$ cat src/rtl/mips32r1_wb_pkg.sv
// Shared constants for the MIPS32r1 Wishbone arbiter: FSM encodings, bus widths,
// watchdog counter width and the default dead-bus read pattern.
package mips32r1_wb_pkg;

   localparam int unsigned ADR_W  = 32;
   localparam int unsigned DAT_W  = 32;
   localparam int unsigned SEL_W  = 4;
   localparam int unsigned WDOG_W = 10;

   localparam logic [1:0] ST_IDLE = 2'd0;
   localparam logic [1:0] ST_GNT0 = 2'd1;
   localparam logic [1:0] ST_GNT1 = 2'd2;

   localparam logic [DAT_W-1:0] DEAD_DATA_DEF = 32'hDEAD_BEEF;

endpackage

$ cat src/rtl/mips32r1_wb_watchdog.sv
// Bus watchdog: counts slave stall cycles and flags the cycle on which the
// stall budget runs out; a genuine ack in that same cycle wins.
module wb_watchdog
   import mips32r1_wb_pkg::*;
#(
   parameter int unsigned TIMEOUT = 255
) (
   input  logic clk,
   input  logic rst,
   input  logic stb,
   input  logic ack,
   input  logic clear,
   output logic expire
);

   localparam logic [WDOG_W-1:0] LAST = WDOG_W'(TIMEOUT - 1);

   logic [WDOG_W-1:0] cnt;
   logic [WDOG_W-1:0] cnt_nxt;

   // An ack seen without a strobe is not a bus event, so it neither counts nor clears.
   always_comb begin
      cnt_nxt = cnt;
      expire  = stb & ~ack & (cnt == LAST);
      if (clear || (stb && ack) || expire) begin
         cnt_nxt = '0;
      end else if (stb) begin
         cnt_nxt = cnt + WDOG_W'(1);
      end
   end

   always_ff @(posedge clk) begin
      if (rst) begin
         cnt <= '0;
      end else begin
         cnt <= cnt_nxt;
      end
   end

endmodule

$ cat src/rtl/mips32r1_wb_arb.sv
// Two-master Wishbone arbiter (instruction and data bridges) onto one slave bus,
// with round-robin tie-break and a stall watchdog that terminates hung cycles.
module mips32r1_wb_arb
   import mips32r1_wb_pkg::*;
#(
   parameter int unsigned      TIMEOUT   = 255,
   parameter logic [DAT_W-1:0] DEAD_DATA = DEAD_DATA_DEF
) (
   input  logic             wb_clk_i,
   input  logic             wb_rst_i,

   input  logic [ADR_W-1:0] m0_adr_i,
   input  logic [DAT_W-1:0] m0_dat_i,
   output logic [DAT_W-1:0] m0_dat_o,
   input  logic             m0_we_i,
   input  logic [SEL_W-1:0] m0_sel_i,
   input  logic             m0_stb_i,
   input  logic             m0_cyc_i,
   output logic             m0_ack_o,

   input  logic [ADR_W-1:0] m1_adr_i,
   input  logic [DAT_W-1:0] m1_dat_i,
   output logic [DAT_W-1:0] m1_dat_o,
   input  logic             m1_we_i,
   input  logic [SEL_W-1:0] m1_sel_i,
   input  logic             m1_stb_i,
   input  logic             m1_cyc_i,
   output logic             m1_ack_o,

   output logic [ADR_W-1:0] s_adr_o,
   output logic [DAT_W-1:0] s_dat_o,
   output logic             s_we_o,
   output logic [SEL_W-1:0] s_sel_o,
   output logic             s_stb_o,
   output logic             s_cyc_o,
   input  logic [DAT_W-1:0] s_dat_i,
   input  logic             s_ack_i,

   output logic             timeout_o
);

   logic [1:0] state;
   logic [1:0] state_nxt;
   logic       last_gnt;
   logic       last_gnt_nxt;
   logic       wd_clear;
   logic       wd_expire;
   logic       ack_hit;

   always_ff @(posedge wb_clk_i) begin
      if (wb_rst_i) begin
         state    <= ST_IDLE;
         last_gnt <= 1'b0;
      end else begin
         state    <= state_nxt;
         last_gnt <= last_gnt_nxt;
      end
   end

   // Grant decision; a grant always returns through IDLE before changing hands.
   always_comb begin
      state_nxt    = state;
      last_gnt_nxt = last_gnt;
      wd_clear     = 1'b0;
      case (state)
         ST_IDLE: begin
            wd_clear = 1'b1;
            if (m0_cyc_i && m1_cyc_i) begin
               state_nxt    = last_gnt ? ST_GNT0 : ST_GNT1;
               last_gnt_nxt = ~last_gnt;
            end else if (m0_cyc_i) begin
               state_nxt    = ST_GNT0;
               last_gnt_nxt = 1'b0;
            end else if (m1_cyc_i) begin
               state_nxt    = ST_GNT1;
               last_gnt_nxt = 1'b1;
            end
         end
         ST_GNT0: begin
            if (!m0_cyc_i) begin
               state_nxt = ST_IDLE;
               wd_clear  = 1'b1;
            end
         end
         ST_GNT1: begin
            if (!m1_cyc_i) begin
               state_nxt = ST_IDLE;
               wd_clear  = 1'b1;
            end
         end
         default: begin
            state_nxt = ST_IDLE;
            wd_clear  = 1'b1;
         end
      endcase
   end

   // Slave-side request mux.
   always_comb begin
      s_adr_o = '0;
      s_dat_o = '0;
      s_we_o  = 1'b0;
      s_sel_o = '0;
      s_stb_o = 1'b0;
      s_cyc_o = 1'b0;
      case (state)
         ST_GNT0: begin
            s_adr_o = m0_adr_i;
            s_dat_o = m0_dat_i;
            s_we_o  = m0_we_i;
            s_sel_o = m0_sel_i;
            s_stb_o = m0_stb_i;
            s_cyc_o = m0_cyc_i;
         end
         ST_GNT1: begin
            s_adr_o = m1_adr_i;
            s_dat_o = m1_dat_i;
            s_we_o  = m1_we_i;
            s_sel_o = m1_sel_i;
            s_stb_o = m1_stb_i;
            s_cyc_o = m1_cyc_i;
         end
         default: ;
      endcase
   end

   assign ack_hit = s_ack_i & s_stb_o;

   wb_watchdog #(
      .TIMEOUT (TIMEOUT)
   ) u_watchdog (
      .clk    (wb_clk_i),
      .rst    (wb_rst_i),
      .stb    (s_stb_o),
      .ack    (s_ack_i),
      .clear  (wd_clear),
      .expire (wd_expire)
   );

   // Master-side response demux; an expired cycle is closed with the dead pattern.
   always_comb begin
      m0_ack_o = 1'b0;
      m0_dat_o = '0;
      m1_ack_o = 1'b0;
      m1_dat_o = '0;
      case (state)
         ST_GNT0: begin
            m0_ack_o = ack_hit | wd_expire;
            m0_dat_o = wd_expire ? DEAD_DATA : s_dat_i;
         end
         ST_GNT1: begin
            m1_ack_o = ack_hit | wd_expire;
            m1_dat_o = wd_expire ? DEAD_DATA : s_dat_i;
         end
         default: ;
      endcase
   end

   assign timeout_o = wd_expire;

endmodule

$ cat config.mk
export PLATFORM = sky130hd
export DESIGN_NAME = mips32r1_wb_arb
export DESIGN_NICKNAME = d
export VERILOG_FILES = /design/src/rtl/mips32r1_wb_pkg.sv /design/src/rtl/mips32r1_wb_watchdog.sv /design/src/rtl/mips32r1_wb_arb.sv
export SDC_FILE = /design/constraint.sdc
export NUM_CORES = 1
export LEC_CHECK = 0
export ABC_AREA = 0
export CAP_MARGIN = 20
export CORE_AREA = 4 4 122 124
export DETAILED_ROUTE_END_ITERATION = 8
export DIE_AREA = 0 0 126 128
export SLEW_MARGIN = 20
export SYNTH_ARGS = -nofsm -noshare
export SYNTH_HDL_FRONTEND = slang
export SYNTH_SLANG_ARGS = --single-unit
$ cat constraint.sdc
create_clock -name wb_clk_i -period 4.8 [get_ports wb_clk_i]
set_input_delay 1.44 -clock wb_clk_i [delete_from_list [all_inputs] [get_ports wb_clk_i]]
set_output_delay 1.44 -clock wb_clk_i [all_outputs]
set_load 0.005 [all_outputs]
==> metrics.md, run 1 <==
| Metric | Value |
|---|---|
| Status | `finished clean` |
| DR iter-0 viols | `211` |
| Wire per inst | `about 18 um` |
| Grt total ovfl | `0` |
| Vias per cell | `~4.7` |
| Cell area power density | `about 140 mW/mm^2` |
| Initial Utilization | `between 15 and 20%` |
| CTS tree | `done` |
| Area delta synth->final | `151%` |
| Worst setup path class | `in -> out` |
| Via count | `around 3.8k` |
| Hold Path Class | `reg -> reg` |
| Max_slew headroom | `approximately 66%` |
| GR Layer Usage met1 | `18.6%` |
| Drt drc | `0` |
| Fin crit share | `98.1%` |
| Max VDD drop | `255 uV` |
| Port Buf Inserts | `314` |
| Gpl congestion | `0.909` |
| Leak | `around 2.2 nW` |
| Tot GR Track Use | `approximately 15%` |
| FMAX | `between 200 and 250 MHz` |
| HPWL Detailed | `around 11000 um` |
| RSZ-0062 raised after global routing | `true` |
| Inst Count DP | `798` |
| Vias in the first global route | `~3.6k` |
| Reg-to-reg setup timing slack | `2.65 ns` |
| Async S/R FF share, synth | `0%` |
| Post-synthesis cell count | `332` |
| Minimum clock period | `roughly 4.7 ns` |
| Chip width | `around 130 um` |
| Post-route ant nets | `0` |
| Row cnt | `43` |
| Max Slew Vio Count | `0` |
| I/O pin total | `approximately 320` |
| Core area | `around 0.014 sq mm` |
| H-tree Lvls | `1` |
| Seq cells post-synth | `13` |
| Post-Syn Area | `between 0.002 and 0.0025 sq mm` |
| Finish-stage setup viols | `0` |
| Yosys warns | `0` |
| Global-route wire length before repair | `20500 um` |
| Post-synth EDFFs | `0` |
| Clock transition time at the flip-flop clock pins of the worst setup and hold paths | `0.04 ns` |
| Antenna violations before repair | `1` |
| CP Max Fanout | `12` |
| Req. time, crit path | `3.36 ns` |
| Worst skew pair latency | `roughly 0.24 ns` |
| Die area | `around 0.016 sq mm` |
| Core Util, Final | `between 40% and 50%` |
| Met2 Use GR | `29.2%` |
| Clk sink count | `13` |
| Finished Layout Cells | `approximately 810` |
| GR peak layer | `met2` |
| Bufs on Longest Clock Path | `2` |
| Cts bufs inserted | `3` |
| Startpoint types | `input port` |
| Final Hold Fails | `0` |
| Die H | `between 100 and 150 um` |
| 1st-pass router iterations | `4` |
| Seq/Total Area, Yosys | `between 10 and 15%` |
| Worst setup EP type | `output port` |
| Mean Syn Cell Area | `7.12 sq um` |
| Synthesized Nets | `around 510` |
| WL final | `14300 um` |
| Share of cells above drive strength 1 | `between 4 and 5%` |
| Ys flop type | `dfxtp_1` |
| Clock tree root driver cell | `clkbuf_16` |
| Max_cap viols | `0` |
| Diode count | `0` |
| Crit path DAT | `about 3.3 ns` |
| Clock skew | `0.00348 ns` |
| Routing usage on met3 | `~3.4%` |
| Largest net degree at the start of global routing | `roughly 50` |
| Worst-margin pin slew | `roughly 0.50 ns` |
| NumNets Final | `809` |
| Synth cell types | `36` |
[where the power goes]
group / switching (W) / internal, W
Sequential: 0.00000376 / 0.000112
Combinational: 0.000225 / 0.000355
Clock: 0.0000429 / 0.000112
Total: 0.000271 / 0.000579
[worst max-delay path, cell delays in order]
cell and delay [ns]:
dlygate4sd2_1 0.27, nor4b_4 0.26, nand3_2 0.15, nor2_4 0.21, bufbuf_16 0.31, o21a_1 0.12, clkdlybuf4s50_1 0.50
[cells in the mapped netlist, drive strengths merged (4+ instances only)]
cell / count / area [sq um]
dfxtp: 13 / 260
a22oi: 71 / 533
ha: 5 / 62.6
nor2: 14 / 55.1
inv: 7 / 26.3
buf: 11 / 78.8
nand4: 5 / 31.3
o21a: 48 / 360
clkbuf: 27 / 101
xor2: 5 / 43.8
nor2b: 70 / 438
nand2: 6 / 30.0
xnor2: 4 / 35.0
and3: 19 / 119
[cell families (layout without fill, tap and decap cells)]
| logic type | after synthesis | count (layout) | synth area share (%) |
|---|---|---|---|
| AO/OA/AOI/OAI | 130 | 130 | 41.0 |
| XOR/XNOR | 9 | 9 | 3.33 |
| adder cells (fa/ha/maj) | 5 | 5 | 2.65 |
| buffers and inverters | 45 | 339 | 8.73 |
| flip-flops | 13 | 13 | 11.0 |
| AND/OR/NAND/NOR | 130 | 130 | 33.3 |
[flip-flops by register name, indices dropped and copies added, names as in the netlist]
register / flops
state: 2
u_watchdog.cnt: 10
last_gnt: 1
[final cells by class]
| cell class | count | area [sq um] |
|---|---|---|
| Inverter | 7 | 26.3 |
| Timing Repair Buffer | 328 | 3380 |
| Tap cell | 180 | 225 |
| Clock buffer | 4 | 78.8 |
| Fill cell | 1413 | 7850 |
| Multi-Input combinational cell | 274 | 1950 |
| Sequential cell | 13 | 260 |
[placed cells by master, fill, tap and decap left out, types with 5 or more instances in the layout]
| master | count |
|---|---|
| nor2_1 | 13 |
| and3_1 | 19 |
| a22oi_1 | 71 |
| nand4_1 | 5 |
| inv_1 | 7 |
| dfxtp_1 | 13 |
| nand2_1 | 5 |
| o21a_1 | 48 |
| nor2b_1 | 70 |
| dlymetal6s2s_1 | 14 |
| buf_4 | 8 |
| clkdlybuf4s50_1 | 299 |
| xor2_1 | 5 |
[final timing paths]
check	cells past startpoint	end	start
setup / recovery	7	m1_dat_o[12]	s_ack_i
hold reg to reg	2	state[0]	state[0]
setup reg to reg	6	u_watchdog.cnt[1]	state[1]
hold / removal	2	state[0]	state[0]
[per-layer routing]
layer | wire length (um) | up-vias
met4 | 164 | 2
li1 | - | 1804
met2 | 7690 | 147
met3 | 903 | 18
met1 | 5550 | 1787
met5 | 13 | -
[metrics by stage]
step	area [sq um]	TNS [ns]	power (W)	setup WS, ns	hold slack (ns)
after floorplan	2360	0	0.000352	0.991	0.447
after global placement	5700	0	0.000696	0.00629	0.504
after detailed placement	5700	-0.0736	0.000702	-0.0179	0.513
after CTS	5870	0	0.000862	0.00899	0.521
after global routing	5920	-0.0554	0.000902	-0.0138	0.545
final	5920	0	0.000850	0.0912	0.522
[repair_timing]
action | 4_1_cts | 5_1_grt
hold buffers | 0 | 0
buffers inserted | 2 | 0
resized for setup | 1 | 17
pin swaps | 0 | 3
cloned | 2 | 0
endpoints found under the setup margin | 20 | 48
No activity file was read; power rests on OpenSTA's default activity.
==> run 2: changes to the inputs <==
--- a/config.mk
+++ b/config.mk
@@ -7,10 +7,10 @@
 export LEC_CHECK = 0
 export ABC_AREA = 0
 export CAP_MARGIN = 20
-export CORE_AREA = 4 4 122 124
+export CORE_AREA = 2 2 123 125
 export DETAILED_ROUTE_END_ITERATION = 8
-export DIE_AREA = 0 0 126 128
-export SLEW_MARGIN = 20
+export DIE_AREA = 0 0 125 127
+export PLACE_DENSITY_LB_ADDON = 0.05
 export SYNTH_ARGS = -nofsm -noshare
 export SYNTH_HDL_FRONTEND = slang
 export SYNTH_SLANG_ARGS = --single-unit
==> metrics.md, run 2 (same netlist as run 1, synthesis figures left out) <==
| Metric | Value |
|---|---|
| Max reg flops | `10` |
| Startpoint types | `input port` |
| Antenna violations before repair | `1` |
| Status | `finished clean` |
| Leak | `between 2 and 2.5 nW` |
| 1st-pass router iterations | `5` |
| Worst skew pair latency | `about 0.24 ns` |
| Drt drc | `0` |
| NumNets Final | `808` |
| Minimum clock period | `between 4 and 5 ns` |
| Vias per cell | `roughly 4.6` |
| I/O pin total | `roughly 320` |
| WL final | `between 15000 and 20000 um` |
| DR iter-0 viols | `210` |
| Clock skew | `about 0.00069 ns` |
| Core area | `0.0144 sq mm` |
| Via count | `3702` |
| Worst setup EP type | `output port` |
| Die H | `~130 um` |
| Tot GR Track Use | `approximately 18%` |
| Sequential Area | `~260 sq um` |
| Vias in the first global route | `3565` |
| Wire per inst | `~19 um` |
| Row cnt | `44` |
| Bufs on Longest Clock Path | `2` |
| Most common cell after layout, fill and taps aside | `clkdlybuf4s50_1` |
| Commonest non-fill, non-tap cells in the layout | `clkdlybuf4s50_1 (310), a22oi_1 (71), nor2b_1 (70)` |
| Chip width | `between 100 and 150 um` |
| Post-route ant nets | `0` |
| CP Max Fanout | `11` |
| Max Slew Vio Count | `0` |
| Port Buf Inserts | `roughly 310` |
| FF-to-FF path depth | `6` |
| Area delta synth->final | `149%` |
| FF-to-FF End | `u_watchdog.cnt[4]` |
| Max_cap viols | `0` |
| Worst setup path endpoint | `m0_dat_o[0]` |
| Top flop regs | `u_watchdog.cnt x10, state x2, last_gnt x1` |
| Crit path DAT | `3.28 ns` |
| Largest Register | `u_watchdog.cnt` |
| Global-route wire length before repair | `22200 um` |
| Cell area power density | `roughly 140 mW/mm^2` |
| R2R Path Start | `state[0]` |
| Fillers | `1467` |
| HPWL Detailed | `about 12000 um` |
| H-tree Lvls | `1` |
| Multi-input logic area | `~0.0019 sq mm` |
| RSZ-0062 raised after global routing | `false` |
| Max_slew headroom | `approximately three fifths` |
| Initial Utilization | `between 10% and 20%` |
| Die area | `between 0.015 and 0.02 sq mm` |
| Hold Crit Depth | `2` |
| Hold Path Class | `reg -> reg` |
| Max VDD drop | `about 99 uV` |
| Clk sink count | `13` |
| Largest net degree at the start of global routing | `~110` |
| FMAX | `around 210 MHz` |
| Cts bufs inserted | `3` |
| Crit. Startpoint | `m1_stb_i` |
| Clock transition time at the flip-flop clock pins of the worst setup and hold paths | `around 0.04 ns` |
| Reg-to-reg setup timing slack | `approximately 2.7 ns` |
| Worst setup path class | `in -> out` |
| Share of cells above drive strength 1 | `4.16%` |
| Clock tree root driver cell | `clkbuf_16` |
| Gpl congestion | `between 0.8 and 0.9` |
| Finish-stage setup viols | `0` |
| Fin crit share | `a little over nine tenths` |
| Grt total ovfl | `0` |
| Final Hold Fails | `0` |
| CTS tree | `done` |
| Worst-margin pin slew | `0.623 ns` |
| Req. time, crit path | `~3.4 ns` |
| Hold Slack | `~0.5 ns` |
| Core Util, Final | `approximately 41%` |
[run 2: power breakdown]
| part | internal, W | switching [W] |
|---|---|---|
| logic | 0.000352 | 0.000224 |
| clock network | 0.000112 | 0.0000422 |
| registers | 0.000112 | 0.00000379 |
[run 2: worst max-delay path, stage by stage]
cell	delay, ns
clkdlybuf4s50_1	0.49
a22o_2	0.18
nand2_4	0.09
nor2_4	0.15
buf_12	0.14
buf_6	0.14
o21a_1	0.11
clkdlybuf4s50_1	0.53
[run 2: per-layer routing]
layer / GRT usage (%) / up-vias / share of wire, %
li1: - / 1802 / -
met1: 20.5 / 1712 / 39
met2: 33.2 / 170 / 53
met3: 3.48 / 18 / 6.3
met4: 4.44 / 0 / 2.4
met5: 0 / - / 0
[run 2: worst min path at each step]
stage	end	slack (ns)	startpoint
final	state[1]	0.51	state[1]
after global routing	state[1]	0.56	state[1]
after CTS	state[1]	0.52	state[1]
after detailed placement	state[1]	0.51	state[1]
after global placement	state[1]	0.51	state[1]
after floorplan	state[1]	0.45	state[1]
[run 2: timing repair]
item                                    in CTS  in global routing
pin swaps                                    3                  2
endpoints found under the setup margin       2                 48
resized for setup                            2                  6
hold buffers                                 0                  0
gates cloned                                 1                  2
setup buffers                                1                  3
[run 2: cell type report]
cell class              instances  share of cell area [%]
flip-flops and latches         13                    4.43
multi-input cells             274                    33.1
inverters                       7                   0.447
well taps                     184                    3.92
diodes                          1                  0.0426
repair buffers                327                    56.8
clock buffers                   4                    1.34
[run 2: metrics by stage]
step / std cells / TNS [ns] / cell area, sq um / total power, W / setup slack (ns)
final: 810 / 0 / 5880 / 0.000845 / 0.0809
after global routing: 810 / 0 / 5880 / 0.000903 / 0.00920
after global placement: 799 / -0.00159 / 5670 / 0.000696 / -0.00159
after CTS: 805 / 0 / 5790 / 0.000855 / 0.0475
after floorplan: 332 / 0 / 2360 / 0.000352 / 0.991
after detailed placement: 799 / 0 / 5670 / 0.000698 / 0.000585
==> run 3: changes to the inputs <==
--- a/config.mk
+++ b/config.mk
@@ -8,6 +8,7 @@
 export ABC_AREA = 0
 export CAP_MARGIN = 20
 export CORE_AREA = 2 2 123 125
+export CTS_CLUSTER_SIZE = 12
 export DETAILED_ROUTE_END_ITERATION = 8
 export DIE_AREA = 0 0 125 127
 export PLACE_DENSITY_LB_ADDON = 0.05
==> results of run 3 <==
The final DEF is identical to that of run 2; final timing and power are the same.
